File: config.mk
export PLATFORM = sky130hd
export DESIGN_NAME = alu_uart_frame_ctrl_flat
export DESIGN_NICKNAME = d
export VERILOG_FILES = /design/src/rtl/alu_uart_frame_ctrl_if.sv /design/src/rtl/alu_uart_frame_ctrl.sv /design/src/flat_wrapper.sv
export SDC_FILE = /design/constraint.sdc
export NUM_CORES = 1
export LEC_CHECK = 0
export ABC_AREA = 1
export CAP_MARGIN = 20
export CELL_PAD_IN_SITES_DETAIL_PLACEMENT = 0
export CELL_PAD_IN_SITES_GLOBAL_PLACEMENT = 1
export CORE_ASPECT_RATIO = 0.9
export CORE_MARGIN = 2
export CORE_UTILIZATION = 41
export CTS_CLUSTER_SIZE = 28
export DETAILED_ROUTE_END_ITERATION = 10
export GPL_ROUTABILITY_DRIVEN = 0
export PLACE_DENSITY_LB_ADDON = 0.1
export SYNTH_ARGS = -nofsm -noshare
export SYNTH_HDL_FRONTEND = slang
export SYNTH_SLANG_ARGS = --single-unit
File: constraint.sdc
create_clock -name clk -period 4.6 [get_ports clk]
set_clock_uncertainty 0.15 [all_clocks]
set_input_delay 0.92 -clock clk [delete_from_list [all_inputs] [get_ports clk]]
set_output_delay 0.92 -clock clk [all_outputs]
set_load 0.01 [all_outputs]
File: src/rtl/alu_uart_frame_ctrl_if.sv
// Bundle of UART FIFO handshakes, ALU operand/result bus and frame status
// between the frame controller (master) and its environment (slave).
interface alu_uart_frame_ctrl_if #(
  parameter int DBIT  = 8,
  parameter int NB_OP = 6,
  parameter int NB_AB = 16
);
  logic [DBIT-1:0]  r_data;
  logic             rx_empty;
  logic             rd_uart;
  logic             tx_full;
  logic             wr_uart;
  logic [DBIT-1:0]  w_data;
  logic [NB_AB-1:0] result;
  logic [NB_OP-1:0] op_code;
  logic [NB_AB-1:0] data_a;
  logic [NB_AB-1:0] data_b;
  logic             busy;
  logic             frame_done;
  logic             frame_err;

  modport master (
    input  r_data, rx_empty, tx_full, result,
    output rd_uart, wr_uart, w_data, op_code, data_a, data_b,
           busy, frame_done, frame_err
  );

  modport slave (
    output r_data, rx_empty, tx_full, result,
    input  rd_uart, wr_uart, w_data, op_code, data_a, data_b,
           busy, frame_done, frame_err
  );
endinterface

File: src/rtl/alu_uart_frame_ctrl.sv
// UART frame controller for an ALU: receives opcode + operand A + operand B
// (LSB byte first), commits them to the ALU together, latches the result and
// sends it back LSB byte first. Partial frames are dropped on inter-byte timeout.
module alu_uart_frame_ctrl #(
  parameter int DBIT        = 8,
  parameter int NB_OP       = 6,
  parameter int NB_AB       = 16,
  parameter int TIMEOUT_CYC = 1000000
) (
  input logic                  clk,
  input logic                  reset,
  alu_uart_frame_ctrl_if.master bus
);

  localparam int NBYTES = NB_AB / DBIT;
  localparam int IDX_W  = (NBYTES > 1) ? $clog2(NBYTES) : 1;
  localparam int CNT_W  = (TIMEOUT_CYC > 1) ? $clog2(TIMEOUT_CYC) : 1;

  localparam logic [IDX_W-1:0] IDX_LAST = IDX_W'(NBYTES - 1);
  localparam logic [CNT_W-1:0] CNT_LAST = CNT_W'((TIMEOUT_CYC > 0) ? TIMEOUT_CYC - 1 : 0);

  localparam logic [2:0] ST_RX_OP = 3'd0;
  localparam logic [2:0] ST_RX_A  = 3'd1;
  localparam logic [2:0] ST_RX_B  = 3'd2;
  localparam logic [2:0] ST_EXEC  = 3'd3;
  localparam logic [2:0] ST_LATCH = 3'd4;
  localparam logic [2:0] ST_TX    = 3'd5;

  logic [2:0]       r_state;
  logic [IDX_W-1:0] r_idx;
  logic [CNT_W-1:0] r_cnt;
  logic [NB_OP-1:0] r_op_sh;
  logic [NB_AB-1:0] r_a_sh;
  logic [NB_AB-1:0] r_b_sh;
  logic [NB_OP-1:0] r_op;
  logic [NB_AB-1:0] r_a;
  logic [NB_AB-1:0] r_b;
  logic [NB_AB-1:0] r_res;
  logic             r_done;
  logic             r_err;

  logic w_rx_state;
  logic w_cnt_state;
  logic w_rd;
  logic w_wr;
  logic w_last;
  logic w_tmo;

  assign w_rx_state  = (r_state == ST_RX_OP) || (r_state == ST_RX_A) || (r_state == ST_RX_B);
  assign w_cnt_state = (r_state == ST_RX_A) || (r_state == ST_RX_B);
  assign w_rd        = ~reset & ~bus.rx_empty & w_rx_state;
  assign w_wr        = ~reset & ~bus.tx_full & (r_state == ST_TX);
  assign w_last      = (r_idx == IDX_LAST);
  // A byte in the expiry cycle wins because w_rd masks the timeout.
  assign w_tmo       = (TIMEOUT_CYC != 0) && w_cnt_state && !w_rd && (r_cnt == CNT_LAST);

  assign bus.rd_uart    = w_rd;
  assign bus.wr_uart    = w_wr;
  assign bus.w_data     = (r_state == ST_TX) ? r_res[DBIT*r_idx +: DBIT] : r_res[DBIT-1:0];
  assign bus.op_code    = r_op;
  assign bus.data_a     = r_a;
  assign bus.data_b     = r_b;
  assign bus.busy       = (r_state != ST_RX_OP);
  assign bus.frame_done = r_done;
  assign bus.frame_err  = r_err;

  // Inter-byte timeout counter: runs only while waiting for operand bytes.
  always_ff @(posedge clk) begin
    if (reset || !w_cnt_state || w_rd || w_tmo) begin
      r_cnt <= '0;
    end else if (TIMEOUT_CYC != 0) begin
      r_cnt <= r_cnt + 1'b1;
    end
  end

  // Frame sequencing: receive into shadows, commit, latch result, transmit.
  always_ff @(posedge clk) begin
    if (reset) begin
      r_state <= ST_RX_OP;
      r_idx   <= '0;
      r_op_sh <= '0;
      r_a_sh  <= '0;
      r_b_sh  <= '0;
      r_op    <= '0;
      r_a     <= '0;
      r_b     <= '0;
      r_res   <= '0;
      r_done  <= 1'b0;
      r_err   <= 1'b0;
    end else begin
      r_done <= 1'b0;
      r_err  <= 1'b0;
      case (r_state)
        ST_RX_OP: begin
          if (w_rd) begin
            r_op_sh <= bus.r_data[NB_OP-1:0];
            r_idx   <= '0;
            r_state <= ST_RX_A;
          end
        end
        ST_RX_A, ST_RX_B: begin
          if (w_rd) begin
            if (r_state == ST_RX_A) r_a_sh[DBIT*r_idx +: DBIT] <= bus.r_data;
            else                    r_b_sh[DBIT*r_idx +: DBIT] <= bus.r_data;
            if (w_last) begin
              r_idx   <= '0;
              r_state <= (r_state == ST_RX_A) ? ST_RX_B : ST_EXEC;
            end else begin
              r_idx <= r_idx + 1'b1;
            end
          end else if (w_tmo) begin
            r_state <= ST_RX_OP;
            r_idx   <= '0;
            r_op_sh <= '0;
            r_a_sh  <= '0;
            r_b_sh  <= '0;
            r_err   <= 1'b1;
          end
        end
        ST_EXEC: begin
          r_op    <= r_op_sh;
          r_a     <= r_a_sh;
          r_b     <= r_b_sh;
          r_state <= ST_LATCH;
        end
        ST_LATCH: begin
          r_res   <= bus.result;
          r_idx   <= '0;
          r_state <= ST_TX;
        end
        ST_TX: begin
          if (w_wr) begin
            if (w_last) begin
              r_idx   <= '0;
              r_state <= ST_RX_OP;
              r_done  <= 1'b1;
            end else begin
              r_idx <= r_idx + 1'b1;
            end
          end
        end
        default: r_state <= ST_RX_OP;
      endcase
    end
  end

endmodule
File: src/flat_wrapper.sv
// flat-port wrapper written by rule: the top's interface ports become plain ports
module alu_uart_frame_ctrl_flat 
#(
  parameter int DBIT        = 8,
  parameter int NB_OP       = 6,
  parameter int NB_AB       = 16,
  parameter int TIMEOUT_CYC = 1000000
)
  (clk, reset, bus_r_data, bus_rx_empty, bus_tx_full, bus_result, bus_rd_uart, bus_wr_uart, bus_w_data, bus_op_code, bus_data_a, bus_data_b, bus_busy, bus_frame_done, bus_frame_err);
  alu_uart_frame_ctrl_if #(.DBIT(DBIT), .NB_OP(NB_OP), .NB_AB(NB_AB)) bus_i ();
  input logic clk;
  input logic reset;
  input wire logic [$bits(bus_i.r_data)-1:0] bus_r_data;
  input wire logic [$bits(bus_i.rx_empty)-1:0] bus_rx_empty;
  input wire logic [$bits(bus_i.tx_full)-1:0] bus_tx_full;
  input wire logic [$bits(bus_i.result)-1:0] bus_result;
  output wire logic [$bits(bus_i.rd_uart)-1:0] bus_rd_uart;
  output wire logic [$bits(bus_i.wr_uart)-1:0] bus_wr_uart;
  output wire logic [$bits(bus_i.w_data)-1:0] bus_w_data;
  output wire logic [$bits(bus_i.op_code)-1:0] bus_op_code;
  output wire logic [$bits(bus_i.data_a)-1:0] bus_data_a;
  output wire logic [$bits(bus_i.data_b)-1:0] bus_data_b;
  output wire logic [$bits(bus_i.busy)-1:0] bus_busy;
  output wire logic [$bits(bus_i.frame_done)-1:0] bus_frame_done;
  output wire logic [$bits(bus_i.frame_err)-1:0] bus_frame_err;
  assign bus_i.r_data = bus_r_data;
  assign bus_i.rx_empty = bus_rx_empty;
  assign bus_i.tx_full = bus_tx_full;
  assign bus_i.result = bus_result;
  assign bus_rd_uart = bus_i.rd_uart;
  assign bus_wr_uart = bus_i.wr_uart;
  assign bus_w_data = bus_i.w_data;
  assign bus_op_code = bus_i.op_code;
  assign bus_data_a = bus_i.data_a;
  assign bus_data_b = bus_i.data_b;
  assign bus_busy = bus_i.busy;
  assign bus_frame_done = bus_i.frame_done;
  assign bus_frame_err = bus_i.frame_err;
  alu_uart_frame_ctrl #(.DBIT(DBIT), .NB_OP(NB_OP), .NB_AB(NB_AB), .TIMEOUT_CYC(TIMEOUT_CYC)) u_core (.clk(clk), .reset(reset), .bus(bus_i));
endmodule
==> results.sh <==
export IMPL_startpoint_type="input pin"
export IMPL_muxShareOfSynthArea_pct=0
export IMPL_worst_slew_pin_slew_ns=0.990
export IMPL_drive_above_1_share_pct=10.4
export IMPL_utilization_pct=53.9
export IMPL_area_growth_pct=29.7
export IMPL_synth_compound_area_share_pct=11.5
export IMPL_yosysUniqueCellTypes=39
export IMPL_synth_top_family_by_area="simple AND/OR/NAND/NOR gates"
export IMPL_portBuffers=78
export IMPL_path_max_fanout=5
export IMPL_fin_cells=917
export IMPL_firstDrtPassIters=4
export IMPL_maxSlewViolCount=0
export IMPL_antenna_found_initial=0
export IMPL_critPathKind="in -> out"
export IMPL_grt_max_degree=59
export IMPL_wl_um=11900
export IMPL_place_inst=885
export IMPL_grt_pass1_vias=4365
export IMPL_hold_violations=0
export IMPL_viasPerCell=4.79
export IMPL_syn_area_mm2=0.00494
export IMPL_cell_internal_pwr_mw=2.25
export IMPL_fin_tns_setup_ns=0
export IMPL_synthXorXnorAreaFrac_pct=1.60
export IMPL_synthesis_yosys_warnings=0
export IMPL_die_x_um=120
export IMPL_postCtsSetupRepairBufs=0
export IMPL_slew_headroom_pct=34.0
export IMPL_netlist_instances=669
export IMPL_clock_latency_ns=0.41
export IMPL_ys_ff_latch=118
export IMPL_crit_arrival_ns=2.51
export IMPL_hold_depth=2
export IMPL_wl_per_cell_um=13.0
export IMPL_cp_end_kind="output port"
export IMPL_cts_reportedPaths_clkPinSlew_ns=0.06
export IMPL_p_leak_nw=2.58
export IMPL_n_fill_cell=1174
export IMPL_multi_input_area_mm2=0.00231
export IMPL_diodes=0
export IMPL_drtIter0Drc=220
export IMPL_initial_core_util_pct=41.5
export IMPL_die_y_um=108
export IMPL_syn_num_nets=698
export IMPL_nNetsFinal=773
export IMPL_swShare_pct=30.6
export IMPL_num_rows=38
export IMPL_r2r_cells=10
export IMPL_seq_area_mm2=0.00236
export IMPL_num_vias=4397
export IMPL_fmax_mhz=280
export IMPL_hold_buffers=0
export IMPL_clockBufferDepth=2
export IMPL_cap_violations=0
export IMPL_yosysSeqAreaShare_pct=47.8
export IMPL_yosys_area_share_adder_pct=0.253
export IMPL_clkPwrFrac_pct=39.1
export IMPL_outcome="finished clean"
export IMPL_numCtsBuffers=17
export IMPL_timing_hold_ws_ns=0.313
export IMPL_power_net_switching_mw=0.990
export IMPL_cts_resized=0
export IMPL_overflow=0
export IMPL_ir_drop_mv=0.253
export IMPL_grt_usage_pct=19.5
export IMPL_route_detailed_drc=0
export IMPL_ios=79
export IMPL_cts_root_buf="clkbuf_16"
export IMPL_cts_sinks=118
export IMPL_dp_hpwl_um=8190
export IMPL_grt_pass1_wl_um=20100
export IMPL_core_area_mm2=0.0119
export IMPL_yosys_area_share_simple_pct=33.4
export IMPL_hold_class="reg -> reg"
export IMPL_fin_crit_ns=3.58
export IMPL_combinationalPowerShare_pct=22.4
export IMPL_worstPathRequired_ns=3.53
export IMPL_p_per_area_mw_per_mm2=505
export IMPL_cts_tree="built"
export IMPL_setup_viol=0
export IMPL_seqPwrFrac_pct=38.5
export IMPL_synth_avg_cell_area_um2=7.38
export IMPL_dieArea_mm2=0.0129
export IMPL_rsz0062_at_grt="no"
export IMPL_finalCritPeriodShare_pct=77.8
export IMPL_cts_htree_levels=4
export IMPL_antenna_left=0
[kinds of logic after synthesis]
| family | Yosys count |
|---|---|
| flip-flops | 118 |
| buffers and inverters | 62 |
| adder cells (fa/ha/maj) | 1 |
| AND/OR/NAND/NOR | 374 |
| AO/OA/AOI/OAI | 105 |
| XOR/XNOR | 9 |
[state kept, by name, summed over array words and instances, names as in the netlist]
signal	cells
u_core.r_cnt	20
u_core.bus.frame_done	1
u_core.r_idx	1
u_core.r_op_sh	6
u_core.bus.data_a	16
u_core.r_a_sh	16
u_core.bus.op_code	6
u_core.r_res	16
u_core.bus.data_b	16
u_core.r_state	3
u_core.r_b_sh	16
u_core.bus.frame_err	1
[cell usage after synthesis]
library cell	instances	area [um^2]
a21oi_2	10	87.6
inv_1	31	116
nand2_4	6	67.6
nor3b_1	1	7.51
xnor2_1	3	26.3
nor3_2	1	10.0
buf_1	1	3.75
buf_6	2	22.5
dfxtp_1	118	2360
nor3_1	6	30.0
nand3_1	18	90.1
inv_4	1	6.26
xor2_1	6	52.6
clkinv_1	1	3.75
inv_2	3	11.3
buf_8	1	15.0
buf_2	3	15.0
nand4_1	8	50.1
clkbuf_2	1	5.00
a21oi_1	35	175
o21ai_2	1	8.76
nand2_1	142	533
nor2_4	3	33.8
nand2_2	5	31.3
nor4_1	1	6.26
nor2_2	3	18.8
a31oi_1	1	6.26
o21ai_1	5	25.0
or2_0	2	12.5
nor3_4	1	16.3
ha_1	1	12.5
or3_1	1	6.26
nor2_1	169	634
o21ai_0	53	265
nand2_8	2	40.0
or2_2	2	12.5
nand3_2	1	10.0
nor2_8	2	40.0
clkbuf_1	18	67.6
[per-stage QoR]
step	power, mW	setup WS, ns	area (um^2)
after CTS	3.27	1.01	6400
after floorplan	1.70	1.98	4940
after global placement	1.98	1.03	5810
final	3.24	1.02	6400
after global routing	3.42	0.831	6400
after detailed placement	1.99	1.02	5830
[layout by cell type, fill, tap and decap left out, drive strengths merged]
cell type      instances
nor2                 177
nand2                155
dfxtp                118
clkdlybuf4s50         77
o21ai                 59
a21oi                 45
inv                   37
nand3                 19
clkbuf                19
nand4                  8
nor3                   8
xor2                   6
clkinv                 6
clkinvlp               5
buf                    5
or2                    4
xnor2                  3
nor3b                  1
a31oi                  1
or3                    1
nor4                   1
ha                     1
bufinv                 1
[worst max-delay path: stages]
cell,delay [ns]
clkdlybuf4s50_1,0.54
nor2_8,0.18
inv_2,0.08
nor2_4,0.20
clkdlybuf4s50_1,0.59
[per-layer routing]
layer,routed length [um],global-route usage (%),share of wire [%],up-vias
met2,5850,33.6,49,65
met3,390,5.49,3.3,13
met5,0,0,0,-
met4,134,6.81,1.1,0
li1,-,-,-,2282
met1,5530,23.5,46,2037
[final timing paths]
check                                start                             to  slack (ns)
max reg2reg     u_core.r_cnt[0]$_SDFF_PP0_  u_core.r_a_sh[9]$_SDFFE_PP0P_        2.58
min          u_core.r_a_sh[7]$_SDFFE_PP0P_  u_core.r_a_sh[7]$_SDFFE_PP0P_        0.31
min reg2reg  u_core.r_a_sh[7]$_SDFFE_PP0P_  u_core.r_a_sh[7]$_SDFFE_PP0P_        0.31
max                           bus_rx_empty                    bus_rd_uart        1.02
[layout make-up]
type	instances	area share (%)
sequential	118	36.9
multi-input combinational	489	36.1
timing repair buffer	82	12.7
clock buffer	19	7.07
tap	160	3.13
inverter	36	2.15
clock inverter	13	1.95
[power groups by stage]
stage | logic [mW] | registers, mW | clock network (mW)
floorplan | 0.429 | 1.27 | 0
global placement | 0.717 | 1.26 | 0
detailed placement | 0.728 | 1.27 | 0
CTS | 0.731 | 1.25 | 1.29
global route | 0.815 | 1.27 | 1.34
finish | 0.724 | 1.25 | 1.27
Power figures use the tool's default switching activity.
